**config.mk**
```make
export PLATFORM = sky130hd
export DESIGN_NAME = mem_port_arbiter
export DESIGN_NICKNAME = d
export VERILOG_FILES = /design/src/rtl/mem_port_arbiter_pkg.sv /design/src/rtl/mem_port_arbiter_starve_ctr.sv /design/src/rtl/mem_port_arbiter.sv
export SDC_FILE = /design/constraint.sdc
export NUM_CORES = 1
export LEC_CHECK = 0
export BUFFER_PORTS_ARGS = -buffer_cell sky130_fd_sc_hd__buf_2
export CAP_MARGIN = 20
export CORE_AREA = 3 3 225 227
export CTS_CLUSTER_DIAMETER = 50
export DETAILED_ROUTE_END_ITERATION = 7
export DIE_AREA = 0 0 228 230
export SLEW_MARGIN = 30
export SYNTH_ARGS = -nofsm -noshare
export SYNTH_HDL_FRONTEND = slang
export SYNTH_SLANG_ARGS = --single-unit
```
**constraint.sdc**
```tcl
create_clock -name clk -period 3.1 [get_ports clk]
set_input_delay 0.155 -clock clk [delete_from_list [all_inputs] [get_ports clk]]
set_output_delay 0.155 -clock clk [all_outputs]
set_load 0.03 [all_outputs]
```
**src/rtl/mem_port_arbiter_pkg.sv**
```systemverilog
// Shared types and defaults for the I/D memory port arbiter.
// Arbiter state encoding, port ownership and starvation-guard defaults.
package mem_port_arbiter_pkg;

    typedef enum logic [2:0] {
        IDLE,
        HOLD_I,
        HOLD_D,
        WAIT_I,
        WAIT_D
    } arb_state_t;

    typedef enum logic {
        OWN_I,
        OWN_D
    } arb_owner_t;

    localparam int         ARB_STARVE_MAX_DEF = 4;
    localparam int         ARB_STARVE_CNT_W   = 4;
    localparam logic [7:0] ARB_BE_ALL         = 8'hFF;

endpackage

```
**src/rtl/mem_port_arbiter_starve_ctr.sv**
```systemverilog
// Saturating starvation counter: counts grants to a competing port while the
// waiting port is pending and raises force_waiter once the limit is reached.
module mem_port_arbiter_starve_ctr
    import mem_port_arbiter_pkg::*;
#(
    parameter int STARVE_MAX = ARB_STARVE_MAX_DEF
) (
    input  logic clk,
    input  logic rst,
    input  logic waiter_req,
    input  logic waiter_gnt,
    input  logic other_gnt,
    output logic force_waiter
);

    localparam logic [ARB_STARVE_CNT_W-1:0] MAX_C = ARB_STARVE_CNT_W'(STARVE_MAX);

    logic [ARB_STARVE_CNT_W-1:0] cnt_q;

    // A waiter that is served or withdraws owes nothing; restart the count.
    always_ff @(posedge clk or posedge rst) begin
        if (rst) begin
            cnt_q <= '0;
        end else if (waiter_gnt || !waiter_req) begin
            cnt_q <= '0;
        end else if (other_gnt && (cnt_q < MAX_C)) begin
            cnt_q <= cnt_q + 1'b1;
        end
    end

    assign force_waiter = (cnt_q >= MAX_C);

endmodule

```
**src/rtl/mem_port_arbiter.sv**
```systemverilog
// Single-outstanding arbiter sharing one memory port between fetch (I) and LSU (D).
// Define MEM_ARB_PERF_CNT_EN to build the per-port stall counters.
module mem_port_arbiter
    import mem_port_arbiter_pkg::*;
#(
    parameter int ADDR_W     = 64,
    parameter int DATA_W     = 64,
    parameter int STARVE_MAX = ARB_STARVE_MAX_DEF
) (
    input  logic              clk,
    input  logic              rst,
    input  logic              i_req_i,
    input  logic [ADDR_W-1:0] i_addr_i,
    output logic              i_gnt_o,
    output logic              i_rvalid_o,
    output logic [31:0]       i_rdata_o,
    input  logic              d_req_i,
    input  logic              d_we_i,
    input  logic [7:0]        d_be_i,
    input  logic [ADDR_W-1:0] d_addr_i,
    input  logic [DATA_W-1:0] d_wdata_i,
    output logic              d_gnt_o,
    output logic              d_rvalid_o,
    output logic [DATA_W-1:0] d_rdata_o,
    output logic              mem_req_o,
    output logic              mem_we_o,
    output logic [7:0]        mem_be_o,
    output logic [ADDR_W-1:0] mem_addr_o,
    output logic [DATA_W-1:0] mem_wdata_o,
    input  logic              mem_gnt_i,
    input  logic              mem_rvalid_i,
    input  logic [DATA_W-1:0] mem_rdata_i,
    output logic [31:0]       perf_i_stall_o,
    output logic [31:0]       perf_d_stall_o,
    output arb_state_t        dbg_state
);

    // Handshake: a requester holds req and payload stable until it sees gnt;
    // gnt is the same-cycle acceptance, rvalid the single-cycle response.

    arb_state_t state_q, state_d;
    arb_owner_t sel;
    logic       force_i;
    logic       i_hi_q;
    logic       pick_d;

    mem_port_arbiter_starve_ctr #(
        .STARVE_MAX(STARVE_MAX)
    ) u_starve (
        .clk         (clk),
        .rst         (rst),
        .waiter_req  (i_req_i),
        .waiter_gnt  (i_gnt_o),
        .other_gnt   (d_gnt_o),
        .force_waiter(force_i)
    );

    always_ff @(posedge clk or posedge rst) begin
        if (rst) begin
            state_q <= IDLE;
            i_hi_q  <= 1'b0;
        end else begin
            state_q <= state_d;
            if (i_gnt_o) begin
                i_hi_q <= i_addr_i[2];
            end
        end
    end

    assign dbg_state = state_q;

    // D wins unless fetch is starved; a lone D request always wins.
    assign pick_d = d_req_i && (!force_i || !i_req_i);

    always_comb begin
        state_d    = state_q;
        sel        = OWN_I;
        mem_req_o  = 1'b0;
        i_gnt_o    = 1'b0;
        d_gnt_o    = 1'b0;
        i_rvalid_o = 1'b0;
        d_rvalid_o = 1'b0;
        if (!rst) begin
            case (state_q)
                IDLE: begin
                    if (i_req_i || d_req_i) begin
                        mem_req_o = 1'b1;
                        sel       = pick_d ? OWN_D : OWN_I;
                        if (mem_gnt_i) begin
                            i_gnt_o = !pick_d;
                            d_gnt_o = pick_d;
                            state_d = pick_d ? WAIT_D : WAIT_I;
                        end else begin
                            state_d = pick_d ? HOLD_D : HOLD_I;
                        end
                    end
                end
                HOLD_I: begin
                    mem_req_o = 1'b1;
                    if (mem_gnt_i) begin
                        i_gnt_o = 1'b1;
                        state_d = WAIT_I;
                    end
                end
                HOLD_D: begin
                    mem_req_o = 1'b1;
                    sel       = OWN_D;
                    if (mem_gnt_i) begin
                        d_gnt_o = 1'b1;
                        state_d = WAIT_D;
                    end
                end
                WAIT_I: begin
                    if (mem_rvalid_i) begin
                        i_rvalid_o = 1'b1;
                        state_d    = IDLE;
                    end
                end
                WAIT_D: begin
                    if (mem_rvalid_i) begin
                        d_rvalid_o = 1'b1;
                        state_d    = IDLE;
                    end
                end
                default: state_d = IDLE;
            endcase
        end
    end

    always_comb begin
        mem_we_o    = 1'b0;
        mem_be_o    = '0;
        mem_addr_o  = '0;
        mem_wdata_o = '0;
        if (mem_req_o) begin
            if (sel == OWN_D) begin
                mem_we_o    = d_we_i;
                mem_be_o    = d_be_i;
                mem_addr_o  = d_addr_i;
                mem_wdata_o = d_wdata_i;
            end else begin
                mem_be_o   = ARB_BE_ALL;
                mem_addr_o = i_addr_i;
            end
        end
    end

    assign i_rdata_o = i_rvalid_o ? (i_hi_q ? mem_rdata_i[32 +: 32] : mem_rdata_i[0 +: 32]) : '0;
    assign d_rdata_o = d_rvalid_o ? mem_rdata_i : '0;

`ifdef MEM_ARB_PERF_CNT_EN
    logic [31:0] perf_i_q, perf_d_q;

    always_ff @(posedge clk or posedge rst) begin
        if (rst) begin
            perf_i_q <= '0;
            perf_d_q <= '0;
        end else begin
            if (i_req_i && !i_gnt_o) perf_i_q <= perf_i_q + 32'd1;
            if (d_req_i && !d_gnt_o) perf_d_q <= perf_d_q + 32'd1;
        end
    end

    assign perf_i_stall_o = perf_i_q;
    assign perf_d_stall_o = perf_d_q;
`else
    assign perf_i_stall_o = '0;
    assign perf_d_stall_o = '0;
`endif

`ifndef SYNTHESIS
    // A response still in flight when reset hit may land before the next grant.
    logic stale_ok_q;

    always_ff @(posedge clk or posedge rst) begin
        if (rst) begin
            stale_ok_q <= 1'b1;
        end else if (i_gnt_o || d_gnt_o) begin
            stale_ok_q <= 1'b0;
        end
    end

    a_i_req_held: assert property (@(posedge clk) disable iff (rst)
        (state_q == HOLD_I) |-> i_req_i);
    a_d_req_held: assert property (@(posedge clk) disable iff (rst)
        (state_q == HOLD_D) |-> d_req_i);
    a_no_stray_rvalid: assert property (@(posedge clk) disable iff (rst)
        ((state_q == IDLE || state_q == HOLD_I || state_q == HOLD_D) && !stale_ok_q)
        |-> !mem_rvalid_i);
`endif

endmodule

```
=== Word level (Yosys, flattened, before mapping) ===
Index checks and enable logic that the tools add are counted.

* Equality and inequality tests: 8
* Mux-type cells: 42
* Reduce and logical (&&, ||, !) cells: 13
* $add $sub $neg: 1
* Bitwise operators: 1
* Magnitude comparators: 2

{| class="wikitable"
|+ Operator list
! kind !! count
|-
| two-way mux 64 bit || 5
|-
| two-way mux 32 bit || 2
|-
| two-way mux 1 bit || 19
|-
| two-way mux 3 bit || 6
|-
| two-way mux 8 bit || 2
|-
| case mux 3 bit (4 select lines) || 1
|-
| two-way mux 4 bit || 2
|-
| case mux 1 bit (2 select lines) || 4
|-
| == test 3 x 2 -> 1 bit, second input constant || 2
|-
| != test 2 bit, second input constant || 3
|-
| AND reduction 5 bit || 1
|-
| adder 4 x 1 -> 4 bit, second input constant || 1
|-
| greater-or-equal comparator 4 x 3 -> 1 bit, second input constant || 1
|-
| less-than comparator 4 x 3 -> 1 bit, second input constant || 1
|-
| OR reduction 2 bit || 2
|-
| == test 3 x 1 -> 1 bit, second input constant || 1
|-
| == test 3 bit, second input constant || 1
|-
| zero test 1 bit || 3
|-
| zero test 3 bit || 1
|-
| logical OR 1 bit || 3
|-
| logical AND 1 bit || 2
|-
| two-way mux 2 bit || 1
|-
| != test 2 x 1 -> 1 bit, second input constant || 1
|-
| nonzero test 2 bit || 1
|-
| inverter 1 bit || 1
|}

* Input port bits: 271
* Output and inout bits: 305
* Register bits after elaboration: 8
* Logic and storage cells: 70

=== Longest topological paths before layout ===
Gate-level depths: netlist (run 1).

* Depth after elaboration: 11
* Depth in mapped cells: 8
* Depth with buffers taken out: 8

=== By module ===
A second synthesis (run 1) with hierarchy kept.

* Cell total of the unflattened synthesis: 584
* Area, all modules: 3495.9 um^2

{| class="wikitable"
|+ Modules (own cells, without submodules)
! module !! area each (um^2) !! cells an instance !! sequential area each (um^2) !! instances
|-
| mem_port_arbiter || 3285.7 || 564 || 100.1 || 1
|-
| mem_port_arbiter_starve_ctr || 210.2 || 20 || 100.1 || 1
|}

=== Least setup slack after synthesis (run 1) ===
OpenSTA, ideal clock, no wires.

* Kind: register -> register
* Start: register state_q[1] (netlist: dbg_state[1])
* End: register i_hi_q
* Path slack: 0.586 ns
* Data arrival time: 2.389 ns
* Required time: 2.975 ns
* Clock period less this slack: 2.514 ns
* Stages on the path, launching flop included: 6
* Library setup time: 0.125 ns
* Cells stage by stage: dfrtp_1 -> buf_2 -> nor2_1 -> a32oi_1 -> nor4_1 -> mux2_2

* Word-level cells in the longest chain between the ends: 3

{| class="wikitable"
|+ Ends and longest elaborated chain
! item !! line !! source
|-
| start, declared || mem_port_arbiter.sv:41 || <nowiki>arb_state_t state_q, state_d;</nowiki>
|-
| start signal, assigned || mem_port_arbiter.sv:63 || <nowiki>state_q <= state_d;</nowiki>
|-
| == test 3 x 1 -> 1 bit or zero test 3 bit (tied branches) || mem_port_arbiter.sv:84 || <nowiki>case (state_q)</nowiki>
|-
| case mux 1 bit (2 select lines) * || mem_port_arbiter.sv:84 ||
|-
| two-way mux 1 bit * || mem_port_arbiter.sv:83 || <nowiki>if (!rst) begin</nowiki>
|-
| named net i_gnt_o || mem_port_arbiter.sv:14 || <nowiki>output logic i_gnt_o,</nowiki>
|-
| end signal, assigned || mem_port_arbiter.sv:65 || <nowiki>i_hi_q <= i_addr_i[2];</nowiki>
|-
| end, declared || mem_port_arbiter.sv:44 || <nowiki>logic i_hi_q;</nowiki>
|}

Mark *: on every way through the listed nets, which the timed path passes. The rest lies on a longest branch.
A chain may end at the register's enable or synchronous reset.

=== Final worst setup path (run 1) ===
* Start: register state_q[1] (netlist: dbg_state[1])
* End: output port mem_addr_o[63]

* Word-level cells in the longest chain between the ends: 5

{| class="wikitable"
|+ Ends and longest elaborated chain
! item !! line !! source
|-
| == test 3 x 2 -> 1 bit (tied with other cells) || mem_port_arbiter.sv:84 ||
|-
| case mux 1 bit (2 select lines) or OR reduction 2 bit (tied branches) || -- ||
|-
| two-way mux 1 bit or case mux 1 bit (2 select lines) (tied branches) || mem_port_arbiter.sv:83, mem_port_arbiter.sv:84 ||
|-
| two-way mux 64 bit or two-way mux 1 bit (tied branches) || mem_port_arbiter.sv:136, mem_port_arbiter.sv:83 ||
|-
| two-way mux 64 bit * || mem_port_arbiter.sv:135 || <nowiki>if (mem_req_o) begin</nowiki>
|-
| end, declared || mem_port_arbiter.sv:28 || <nowiki>output logic [ADDR_W-1:0] mem_addr_o,</nowiki>
|}

Mark *: on every way between the ends. The rest lies on a longest branch, timed or not.

==> impl_metrics.toml, run 1 <==
[die]
coreArea_sq_um = 48800
die_w_um = 228
start_util_pct = 7.05
ios = 576
die_area_sq_um = 52400
fp-row-count = 81
fp.dieH_um = 230

[cts]
htreeDepth = 1
cts_buffer_depth = 2
clock-root-buffer = "clkbuf_16"
hold_buffers = 0
cts.sinks = 8
clk_pin_slew_ns = 0.04
post_cts_resized = 0
insertion_delay_ns = 0.24
post_cts_buffers = 0
cts_buffers = 3
cts_tree = "done"

[global_routing]
grt_first_pass_wirelength_mm = 36.0
antenna_found_initial = 22
grt_pass1_vias = 5351
grt_max_degree = 66
grt_overflow = 0
track_usage_pct = 9.09

[sta]
fmax_mhz = 374
worst_pin_slew_ns = 0.873
slew_viol_final = 0
tns_ns = 0
relSlewSlack_pct = 41.5
skew_ns = 0.00626
finalSetupViolCount = 0
holdWs_ns = 0.00143
hold_viol = 0
min_period_over_period_pct = 86.2
finalCriticalPeriod_ns = 2.67
rsz0062_at_grt = "no"

[logic_synthesis]
synthesis.area_sq_um = 3440
synth_seq_area_share_pct = 5.82
avgSynthCellArea_sq_um = 5.96
synth_cell_types = 39
synth-seq-cells = 8
yosys_warnings = 0
synth_top_flop_cell = "dfrtp_1"
async_flop_share_pct = 100
syn_inst = 578
synth_edf_count = 0

[finish]
final_common_cell = "buf_2"
n_fill_cell = 5769
area_growth_pct = 92.0
final_layout_size_suffix_gt1_share_pct = 51.0
layout_common_cells = "buf_2, nor2_1, and3_1, and2_1, conb_1"
finalNetCount = 1327

[worst_setup_path]
arrival_ns = 2.52
path_max_fanout = 50
critical_path.top_delay_family = "compound AO/OA/AOI/OAI gates"
cpPeakStageDelay_ns = 0.71
critPathBufInv = 2
crit_required_ns = 2.94
path_cells = "nand2b_1 -> o211ai_4 -> buf_12 -> o21ai_0 -> nor2_1 -> buf_2"
worst_setup_path_end_kind = "output port"
start_kind = "flip-flop"
crit_path_top_delay_cell = "o211ai_4"
crit_type = "reg -> out"

[job]
cap_violations = 0

[placement]
gp_congestion = 0.828
port_buffers = 511
hpwl_mm = 23.7

[power]
sequentialPowerShare_pct = 5.5
ir_drop_v = 0.000421
pwr-share-clk_pct = 4.8
switching_share_pct = 67.0
comb_power_share_pct = 89.6
p_leak_uw = 0.00409
power.density_nw_per_um2 = 712
power_switching_uw = 3150
p_int_uw = 1550

[route]
drc = 0
ant_nets = 0
post_drt_wl_per_cell_um = 15.4
wirelength_mm = 26.5
vias_per_cell = 3.29
drt_iter0_drc = 200
vias = 5656
dr.pass1.iters = 4

[status]
outcome = "complete, no violations"

[min_path]
holdCritPathClass = "in -> async"
-- metrics by stage --
step,std cells,util [%],instance area [sq um],power [uW],setup WS [ns]
after floorplan,641,-,3680,3170,0.586
after global placement,1712,13.3,6520,4530,0.660
after detailed placement,1712,13.3,6520,4520,0.626
after CTS,1716,13.5,6600,4760,0.368
after global routing,1717,13.5,6600,5060,0.214
final,1721,13.5,6610,4700,0.429
-- routing by layer --
layer  GRT usage [%]  vias up  routed length (um)
li1                -     2736                   -
met1            9.71     2450                9490
met2            16.7      386               12900
met3            3.30       62                2990
met4            2.78       22                 956
met5               0        -                 128
-- final cells by class --
class                   count  area [sq um]  area share (%)
diodes                      5          12.5           0.189
well taps                 664           831            12.6
repair buffers            526          2730            41.3
clock buffers               4          78.8            1.19
multi-input cells         510          2740            41.4
inverters                   4          15.0           0.227
flip-flops and latches      8           201            3.05
-- state kept, by name (all words and copies together) (netlist names) --
name            flops
dbg_state           3
i_hi_q              1
u_starve.cnt_q      4
-- power by group through the flow --
stage	Sequential [uW]	Clock, uW	Combinational, uW
final	261	227	4220
after global routing	269	233	4550
after CTS	261	229	4270
after detailed placement	262	0	4260
after global placement	261	0	4270
after floorplan	185	0	2990
-- cell families (layout without fill, tap and decap cells) --
group	after synthesis	count (layout)	synth area share, %
muxes	34	34	9.92
adders and majority gates	3	3	1.09
AOI/OAI and AO/OA	91	91	15.5
and+or+nand+nor	317	317	45.3
buffers and inverters	123	534	22.0
xor gates and xnor gates	1	1	0.254
other	1	69	0.109
DFF	8	8	5.82
-- worst register-to-register path: cells and delay by family (launching register included) --
family / cells / cell delay (ns)
flip-flops: 1 / 0.48
AO/OA/AOI/OAI: 2 / 0.75
buffers and inverters: 1 / 0.22
AND/OR/NAND/NOR: 2 / 0.29
-- synth_stat cells (all sizes together) (2+ instances only) --
cell type / count / area [sq um]
dfrtp: 8 / 200
buf: 91 / 636
o21a: 9 / 67.6
nand2b: 2 / 12.5
nand2: 5 / 18.8
clkbuf: 28 / 106
o21ai: 71 / 355
nor2: 167 / 627
and2: 65 / 407
a21oi: 2 / 10.0
nor3: 3 / 15.0
and3: 66 / 413
mux2i: 33 / 330
ha: 3 / 37.5
inv: 4 / 15.0
or2: 2 / 12.5
nor4: 2 / 18.8
-- path summary, 6_finish.rpt --
kind	from	cells after the start	slack (ns)	end
setup / recovery	dbg_state[1]$_DFFE_PP0P_	6	0.43	mem_addr_o[63]
setup reg to reg	dbg_state[1]$_DFFE_PP0P_	5	1.21	u_starve.cnt_q[2]$_DFFE_PP0P_
hold / removal	rst	2	0.001	i_hi_q$_DFFE_PP0P_
min in group clk	i_addr_i[2]	2	0.22	i_hi_q$_DFFE_PP0P_
max in group asynchronous	rst	2	2.81	i_hi_q$_DFFE_PP0P_
hold reg to reg	u_starve.cnt_q[3]$_DFFE_PP0P_	2	0.54	u_starve.cnt_q[3]$_DFFE_PP0P_
Note: power is estimated with default switching activity, not from simulation.
==> run 2: changes to the inputs <==
--- a/config.mk
+++ b/config.mk
@@ -5,12 +5,12 @@
 export SDC_FILE = /design/constraint.sdc
 export NUM_CORES = 1
 export LEC_CHECK = 0
-export BUFFER_PORTS_ARGS = -buffer_cell sky130_fd_sc_hd__buf_2
 export CAP_MARGIN = 20
-export CORE_AREA = 3 3 225 227
+export CORE_AREA = 3 3 222 224
 export CTS_CLUSTER_DIAMETER = 50
 export DETAILED_ROUTE_END_ITERATION = 7
-export DIE_AREA = 0 0 228 230
+export DIE_AREA = 0 0 225 227
+export DONT_BUFFER_PORTS = 1
 export SLEW_MARGIN = 30
 export SYNTH_ARGS = -nofsm -noshare
 export SYNTH_HDL_FRONTEND = slang
==> impl_metrics.toml, run 2 (synthesized netlist as in run 1, its figures left out) <==
[finish]
final_common_cell = "nor2_1"
regMostFlops = "u_starve.cnt_q"
largest_register_ffs = 4
postLayoutCoreUtil_pct = 10.3
finalNetCount = 930
area_growth_pct = 42.4
layout_common_cells = "nor2_1, buf_4, and3_1, and2_1, conb_1"
final_layout_size_suffix_gt1_share_pct = 21.5

[die]
die_w_um = 225
fp-row-count = 80
die_area_sq_um = 51100
fp.dieH_um = 227
start_util_pct = 7.24
ios = 576
coreArea_sq_um = 47500

[global_routing]
grt_first_pass_wirelength_mm = 29.2
grt_max_degree = 90
top_usage_layer = "met2"
track_usage_pct = 8.24
grt_overflow = 0
grt_util_met3_pct = 3.96
use_met1_pct = 7.30
gr-usage-met2_pct = 15.8
grt_pass1_vias = 3777
antenna_found_initial = 35

[sta]
postLayoutSetupSlackWorst_ns = 0.349
rsz0062_at_grt = "no"
skew_ns = 0.00102
finalCriticalPeriod_ns = 2.75
relSlewSlack_pct = 47.2
finalSetupViolCount = 0
hold_viol = 0
tns_ns = 0
fmax_mhz = 363
slew_viol_final = 0
min_period_over_period_pct = 88.8
worst_pin_slew_ns = 0.781

[route]
drt_iter0_drc = 236
ant_nets = 0
vias_per_cell = 3.40
drc = 0
dr.pass1.iters = 4
post_drt_wl_per_cell_um = 19.1
wirelength_mm = 24.6
vias = 4383

[power]
finalPower_uw = 4470
power_switching_uw = 2980
sequentialPowerShare_pct = 6.6
ir_drop_v = 0.000495
pwr-share-clk_pct = 5.0
p_leak_uw = 0.00235
switching_share_pct = 66.7
p_int_uw = 1490
power.density_nw_per_um2 = 913
comb_power_share_pct = 88.4

[placement]
hpwl_mm = 21.9
dp_slack_ns = 0.649
port_buffers = 0
gp_congestion = 0.843

[min_path]
hp-start = "rst"
min_to = "dbg_state[1]$_DFFE_PP0P_"
hold_depth = 2
holdCritPathClass = "in -> reg"

[worst_setup_path]
crit_top_cell = "buf_4"
rr_endpoint = "i_hi_q$_DFFE_PP0P_"
path_max_fanout = 89
crit_required_ns = 2.94
reg2regPathDepth = 8
cpPeakStageDelay_ns = 0.62
r2r_slack_ns = 1.12
start_kind = "flip-flop"
critical_path.top_delay_family = "buffers and inverters"
worst_setup_path_end_kind = "output port"
arrival_ns = 2.60
critPathBufInv = 3
crit_path_top_delay_cell = "dfrtp_1"
reg2reg_from = "u_starve.cnt_q[3]$_DFFE_PP0P_"
crit_type = "reg -> out"
path_cells = "nor4_2 -> a2111oi_4 -> buf_12 -> buf_4 -> o21ai_0 -> nor2_1 -> buf_4"

[cts]
cts_buffers = 3
cts_tree = "done"
clock-root-buffer = "clkbuf_16"
cts_buffer_depth = 2
insertion_delay_ns = 0.23
htreeDepth = 1
clk_pin_slew_ns = 0.04
post_cts_buffers = 0
cts.sinks = 8

[status]
outcome = "complete, no violations"

[job]
cap_violations = 0
## run 2: cell count changes in the layout (fill, tap and decap cells not counted), sizes merged
cell         before  now
buf             526  128
diode             5   18
dlygate4sd3       0    1
## run 2: power by group through the flow
stage / logic (uW) / clock network, uW / registers (uW)
finish: 3950 / 225 / 296
CTS: 3990 / 229 / 294
global route: 4240 / 235 / 306
global placement: 3970 / 0 / 296
floorplan: 2990 / 0 / 185
detailed placement: 3980 / 0 / 297
## run 2: through the flow
| step | instance area (sq um) | cells | hold WS [ns] |
|---|---|---|---|
| floorplan | 3680 | 641 | 0.157 |
| global placement | 4770 | 1265 | 0.0379 |
| detailed placement | 4770 | 1265 | 0.0461 |
| CTS | 4860 | 1270 | 0.0722 |
| global route | 4870 | 1277 | 0.0847 |
| finish | 4900 | 1288 | 0.0737 |
## run 2: worst max-delay path by stage
stage,start,to,slack [ns],cells after the start
5_1_grt,dbg_state[1]$_DFFE_PP0P_,mem_addr_o[42],0.18,7
3_3_place_gp,dbg_state[1]$_DFFE_PP0P_,mem_wdata_o[14],0.67,6
3_5_place_dp,dbg_state[1]$_DFFE_PP0P_,mem_addr_o[50],0.65,7
6_report,dbg_state[1]$_DFFE_PP0P_,mem_addr_o[0],0.35,7
2_1_floorplan,dbg_state[1]$_DFFE_PP0P_,i_hi_q$_DFFE_PP0P_,0.59,5
4_1_cts,dbg_state[1]$_DFFE_PP0P_,mem_addr_o[50],0.40,7
## run 2: layout make-up
cell class,instances,area (sq um)
multi-input cells,510,2750
fillers,5575,42600
well taps,615,769
repair buffers,129,1050
clock buffers,4,78.8
flip-flops and latches,8,201
inverters,4,15.0
diodes,18,45.0
## run 2: what timing repair did
action	4_1_cts	5_1_grt
hold buffers	1	0
setup endpoints to repair	0	0
gates resized for setup	0	0
endpoints found under the hold margin	8	0
## run 2: per-layer routing
metal / wire (um) / part of all wire (%)
met4: 1060 / 4.3
met1: 7350 / 30
met5: 195 / 0.79
met3: 3340 / 14
met2: 12600 / 51
